**config.mk**
```make
export PLATFORM = sky130hd
export DESIGN_NAME = keypad_bcd_arbiter
export DESIGN_NICKNAME = d
export VERILOG_FILES = /design/src/rtl/kp_pkg.sv /design/src/rtl/onehot10_to_bcd.sv /design/src/rtl/keypad_bcd_arbiter.sv
export SDC_FILE = /design/constraint.sdc
export NUM_CORES = 1
export LEC_CHECK = 0
export ABC_AREA = 1
export BUFFER_PORTS_ARGS = -buffer_cell sky130_fd_sc_hd__clkbuf_2
export CORE_UTILIZATION = 40
export CTS_CLUSTER_DIAMETER = 60
export DETAILED_ROUTE_END_ITERATION = 6
export PLACE_DENSITY = 0.56
export SETUP_SLACK_MARGIN = 0.4
export SLEW_MARGIN = 30
export SYNTH_ARGS = -nofsm -noshare
export SYNTH_HDL_FRONTEND = slang
export SYNTH_SLANG_ARGS = --single-unit
```
**constraint.sdc**
```tcl
create_clock -name clk -period 6.5 [get_ports clk]
set_clock_uncertainty 0.05 [all_clocks]
set_input_delay 0.65 -clock clk [delete_from_list [all_inputs] [get_ports clk]]
set_output_delay 0.65 -clock clk [all_outputs]
set_load 0.02 [all_outputs]
```
**src/rtl/kp_pkg.sv**
```systemverilog
// Shared constants and FSM state type for the keypad BCD arbiter.
package kp_pkg;

    localparam int NUM_KEYS = 10;
    localparam int BCD_W    = 4;

    typedef enum logic {
        IDLE = 1'b0,
        HOLD = 1'b1
    } state_e;

    // Round-robin pointer advance: one past the winner, wrapping 9 -> 0.
    function automatic logic [BCD_W-1:0] next_ptr(input logic [BCD_W-1:0] idx);
        return (idx == BCD_W'(NUM_KEYS - 1)) ? '0 : idx + 1'b1;
    endfunction

endpackage

```
**src/rtl/onehot10_to_bcd.sv**
```systemverilog
// Combinational one-hot (10 lines) to BCD encoder; all-zero input encodes to 0.
module onehot10_to_bcd
    import kp_pkg::*;
(
    input  logic [NUM_KEYS-1:0] onehot,
    output logic [BCD_W-1:0]    bcd
);

    always_comb begin
        bcd = '0;
        for (int k = 0; k < NUM_KEYS; k++) begin
            if (onehot[k]) begin
                bcd = bcd | BCD_W'(k);
            end
        end
    end

endmodule

```
**src/rtl/keypad_bcd_arbiter.sv**
```systemverilog
// Captures rising edges on ten key lines as pending events and hands them out
// one BCD digit at a time over a valid/ready port, round-robin or fixed priority.
module keypad_bcd_arbiter
    import kp_pkg::*;
#(
    parameter int ROUND_ROBIN = 1
) (
    input  logic                clk,
    input  logic                rst,
    input  logic [NUM_KEYS-1:0] key_in,
    input  logic                out_ready,
    output logic                out_valid,
    output logic [BCD_W-1:0]    out_bcd,
    output logic [NUM_KEYS-1:0] pending,
    output logic                overrun
);

    logic [NUM_KEYS-1:0] key_q;
    logic [NUM_KEYS-1:0] pending_q, pending_d;
    logic [NUM_KEYS-1:0] press;
    logic [NUM_KEYS-1:0] cand_oh;
    logic [NUM_KEYS-1:0] grant_oh;
    logic [BCD_W-1:0]    ptr_q, ptr_d;
    logic [BCD_W-1:0]    start;
    logic [BCD_W-1:0]    win_bcd;
    logic [BCD_W-1:0]    bcd_q, bcd_d;
    logic [BCD_W:0]      sum;
    logic                found;
    logic                overrun_q, overrun_d;
    state_e              state_q, state_d;

    assign press = key_in & ~key_q;
    assign start = (ROUND_ROBIN != 0) ? ptr_q : '0;

    // Search pending from start upward with wrap; first set bit wins.
    always_comb begin
        cand_oh = '0;
        found   = 1'b0;
        sum     = '0;
        for (int i = 0; i < NUM_KEYS; i++) begin
            sum = {1'b0, start} + (BCD_W + 1)'(i);
            if (sum >= (BCD_W + 1)'(NUM_KEYS)) begin
                sum = sum - (BCD_W + 1)'(NUM_KEYS);
            end
            if (!found && pending_q[sum[BCD_W-1:0]]) begin
                cand_oh[sum[BCD_W-1:0]] = 1'b1;
                found                   = 1'b1;
            end
        end
    end

    onehot10_to_bcd u_enc (
        .onehot (cand_oh),
        .bcd    (win_bcd)
    );

    always_comb begin
        state_d  = state_q;
        bcd_d    = bcd_q;
        ptr_d    = ptr_q;
        grant_oh = '0;
        unique case (state_q)
            IDLE: begin
                if (|pending_q) begin
                    grant_oh = cand_oh;
                    bcd_d    = win_bcd;
                    state_d  = HOLD;
                end
            end
            HOLD: begin
                if (out_ready) begin
                    if (|pending_q) begin
                        grant_oh = cand_oh;
                        bcd_d    = win_bcd;
                    end else begin
                        bcd_d   = '0;
                        state_d = IDLE;
                    end
                end
            end
            default: begin
                state_d = IDLE;
                bcd_d   = '0;
            end
        endcase
        if ((ROUND_ROBIN != 0) && (|grant_oh)) begin
            ptr_d = next_ptr(win_bcd);
        end
        // A fresh press on the bit being granted re-arms it instead of being lost.
        pending_d = (pending_q & ~grant_oh) | press;
        overrun_d = |(press & pending_q & ~grant_oh);
    end

    always_ff @(posedge clk or posedge rst) begin
        if (rst) begin
            key_q     <= '0;
            pending_q <= '0;
            ptr_q     <= '0;
            bcd_q     <= '0;
            overrun_q <= 1'b0;
            state_q   <= IDLE;
        end else begin
            key_q     <= key_in;
            pending_q <= pending_d;
            ptr_q     <= ptr_d;
            bcd_q     <= bcd_d;
            overrun_q <= overrun_d;
            state_q   <= state_d;
        end
    end

    assign out_valid = (state_q == HOLD);
    assign out_bcd   = bcd_q;
    assign pending   = pending_q;
    assign overrun   = overrun_q;

endmodule

```
==> results.md <==
| Step | Quantity | Reported |
| --- | --- | --- |
| floorplan | Effective utilization at floorplan | 0.412 |
| synthesis | Number of flops mapped to enable cells by yosys | 0 |
| clock network | Cts bufs inserted | 5 |
| status | Result of the run | completed |
| sta | Unrepaired setup endpoints after global routing | no |
| clock network | Hold_buf cts | 0 |
| synthesis | Top area cells in the synthesized netlist | sky130_fd_sc_hd__nand2_1, sky130_fd_sc_hd__dfrtp_1, sky130_fd_sc_hd__nor2_1 |
| sta | Worst slew margin relative to its limit | 0.505 |
| floorplan | Die outline area | 0.0135 mm2 |
| routing | Mean number of vias per cell | 5.22 |
| final layout | Utilization after layout | 0.443 |
| critical path | Top fanout value on the critical path | 18 |
| placement | Dpl hpwl | 13.3 mm |
| synthesis | Biggest area consumer among synthesized cells | sky130_fd_sc_hd__nand2_1 |
| synthesis | Synthesized area | 0.00522 mm2 |
| final layout | Final non-filler cell area | 0.00561 mm2 |
| routing | Total number of vias | 5,625 |
| sta | Time the final worst path needs with I/O delays and setup | 4.86 ns |
| routing | Post-detailed-route DRC marker count | 0 |
| clock network | H-tree levels | 2 |
| placement | Placed Area | 0.00548 mm2 |
| clock network | Max Buffers Root-to-Sink | 2 |
| final layout | Number of inserted diodes | 0 |
| synthesis | Number of synthesized register bits | 30 |
| critical path | Data arrival, critical path | 4.98 ns |
| critical path | Startpoint-to-endpoint class of the critical path | flip-flop to flip-flop |
| clock network | Clock Pin Slew Worst Setup and Hold Paths | 0.05 ns |
| floorplan | Chip height | 116 um |
| placement | Gpl congestion | 0.898 |
| routing | Final WL | 16.5 mm |
| critical path | Setup crit end kind | flip-flop |
| final layout | Number of inserted filler cells in the final layout | 1,425 |
| critical path | RR Endpoint | ptr_q[1]$_DFFE_PP0P_ |
| synthesis | Post-synthesis net count | 918 |
| final layout | Most common cell after layout, fill and taps aside | sky130_fd_sc_hd__nand2_1 |
| sta | Post-Route Setup TNS | 0 ns |
| final layout | Nets | 940 |
| critical path | R2R setup slack | 1.64 ns |
| sta | Fmax | 206 MHz |
| sta | Setup violations, final | 0 |
| clock network | Clock tree from TritonCTS | yes |
| sta | Worst-margin pin slew | 0.740 ns |
| synthesis | Synthesized area per cell | 5.91 um2 |
| global routing | Total routing usage reported by global routing | 0.257 |
| clock network | Clock Sinks | 30 |
| global routing | Total grt overflow | 0 |
| global routing | Initial antenna violation count | 0 |
| clock network | Latest clock arrival within the worst-skew pair | 0.28 ns |
| final layout | Commonest non-fill, non-tap cells in the layout | sky130_fd_sc_hd__nand2_1, sky130_fd_sc_hd__nor2_1, sky130_fd_sc_hd__nand3_1, sky130_fd_sc_hd__inv_1, sky130_fd_sc_hd__nand4_1 |
| run | Number of maximum-capacitance violations | 0 |
| sta | Fin. max-slew vios | 0 |
| floorplan | Number of I/O pins | 29 |
| routing | Number of optimization iterations in the first detailed-route pass | 5 |
| synthesis | Count of distinct cell types in the synthesized netlist | 47 |
| critical path | Library cell appearing most often on the critical path | sky130_fd_sc_hd__nand2_1 |
| critical path | Slowest-stage cell, CP | sky130_fd_sc_hd__dfrtp_1 |
| clock network | Post-CTS Setup Inserts | 0 |
| floorplan | Die outline width | 116 um |
| routing | Detail Route Antenna Nets | 0 |
| critical path | Data required, critical path | 6.62 ns |
| routing | Mean routed wirelength per cell | 15.3 um |
| final layout | Fraction of layout instances using a drive strength above 1 | 0.191 |
| sta | Final period utilization | 0.748 |
| global routing | Vias in the first global route | 5,205 |
| floorplan | Core box area | 0.0127 mm2 |
| floorplan | Number of rows in the core area | 41 |
| critical path | Stage delay of the slowest cell on the critical path | 0.73 ns |
| placement | Number of buffers inserted by port buffering | 28 |
| critical path | R2R Path Start | ptr_q[1]$_DFFE_PP0P_ |
| routing | Initial detailed-routing violation count | 396 |
| critical path | Worst reg-to-reg path cell count | 28 |
| synthesis | Sequential-to-total area share from yosys stat | 0.144 |
| synthesis | Synth async-reset ratio | 1.00 |
| final layout | Area added between synthesis and finish | 7.45% |
| synthesis | Share of the synthesized area in the top cell type | 0.164 |
| clock network | Post-CTS sizing | 0 |
| clock network | Clock Root Buffer | sky130_fd_sc_hd__clkbuf_16 |
| sta | Final Hold Fails | 0 |
| synthesis | Number of synthesis warnings | 0 |
| worst hold path | Hold Crit Class | primary input to async pin |
| critical path | Kind of start point of the critical path | flip-flop |
| synthesis | Cell count after synthesis | 883 |
| synthesis | Post-synth top flop | sky130_fd_sc_hd__dfrtp_1 |
| global routing | Pin count of the biggest net entering global routing | 57 |
| global routing | Wire length of the first global-routing pass | 26.8 mm |
## cell type report
cell class | instances | area [um2] | area share
well taps | 172 | 215 | 0.0383
inverters | 129 | 497 | 0.0885
multi-input cells | 707 | 3840 | 0.685
flip-flops and latches | 30 | 752 | 0.134
clock buffers | 8 | 136 | 0.0243
repair buffers | 32 | 170 | 0.0303
## sequential cells by signal, indices dropped and copies added, names as in the netlist
register	count
overrun	1
ptr_q	4
key_q	10
pending	10
out_valid	1
out_bcd	4
## synth_stat cells (4+ instances only)
| master | instances |
|---|---|
| sky130_fd_sc_hd__nand3_2 | 8 |
| sky130_fd_sc_hd__inv_2 | 35 |
| sky130_fd_sc_hd__o21ai_1 | 12 |
| sky130_fd_sc_hd__nand3_1 | 92 |
| sky130_fd_sc_hd__nand2_4 | 4 |
| sky130_fd_sc_hd__o21ai_0 | 20 |
| sky130_fd_sc_hd__ha_1 | 21 |
| sky130_fd_sc_hd__nand2_1 | 228 |
| sky130_fd_sc_hd__a21oi_1 | 11 |
| sky130_fd_sc_hd__nand2_2 | 26 |
| sky130_fd_sc_hd__clkbuf_1 | 5 |
| sky130_fd_sc_hd__o21ai_2 | 5 |
| sky130_fd_sc_hd__buf_6 | 9 |
| sky130_fd_sc_hd__nand3_4 | 6 |
| sky130_fd_sc_hd__nor2_4 | 12 |
| sky130_fd_sc_hd__nand4_2 | 5 |
| sky130_fd_sc_hd__nor2_2 | 15 |
| sky130_fd_sc_hd__a22o_1 | 5 |
| sky130_fd_sc_hd__nor2_1 | 137 |
| sky130_fd_sc_hd__inv_1 | 89 |
| sky130_fd_sc_hd__dfrtp_1 | 30 |
| sky130_fd_sc_hd__o211ai_1 | 5 |
| sky130_fd_sc_hd__a21oi_2 | 4 |
| sky130_fd_sc_hd__nor3_1 | 15 |
| sky130_fd_sc_hd__nand4_1 | 47 |
## routing by layer
layer,part of all wire,up-vias,track usage
met3,0.038,36,0.0234
li1,-,2916,-
met4,0.031,0,0.0940
met1,0.45,2530,0.325
met5,0,-,0
met2,0.48,143,0.453
## logic make-up (layout without fill, tap and decap cells)
family,count (synthesis),in the layout,synth area share
AOI/OAI and AO/OA,72,72,0.0922
xor gates and xnor gates,4,4,0.00958
adders and majority gates,22,22,0.0541
buffers and inverters,146,169,0.121
DFF,30,30,0.144
muxes,2,2,0.00431
and+or+nand+nor,607,607,0.575
## per-stage QoR
stage	setup WS [ns]	hold slack (ns)	cells
finish	1.64	0.364	1078
detailed placement	1.69	0.396	1070
global placement	1.71	0.383	1070
global route	1.22	0.408	1078
CTS	1.66	0.381	1078
floorplan	2.27	0.376	883
## worst max path at each step
| stage | start | endpoint | cells after the start |
|---|---|---|---|
| after floorplan | ptr_q[0]$_DFFE_PP0P_ | out_bcd[1]$_DFFE_PP0P_ | 27 |
| after global placement | ptr_q[1]$_DFFE_PP0P_ | ptr_q[1]$_DFFE_PP0P_ | 28 |
| after detailed placement | ptr_q[1]$_DFFE_PP0P_ | ptr_q[1]$_DFFE_PP0P_ | 28 |
| after CTS | ptr_q[1]$_DFFE_PP0P_ | ptr_q[1]$_DFFE_PP0P_ | 28 |
| after global routing | ptr_q[1]$_DFFE_PP0P_ | ptr_q[1]$_DFFE_PP0P_ | 26 |
| final | ptr_q[1]$_DFFE_PP0P_ | ptr_q[1]$_DFFE_PP0P_ | 28 |
## worst max-delay path, delay by kind of cell (launching register included)
family	cells	cell delay, ns
and+or+nand+nor	24	2.56
adders and majority gates	2	0.84
DFF	1	0.73
buffers and inverters	2	0.55
Power is not shown: default switching activity piles up to over one toggle a cycle in this logic, so the estimate is an artifact.
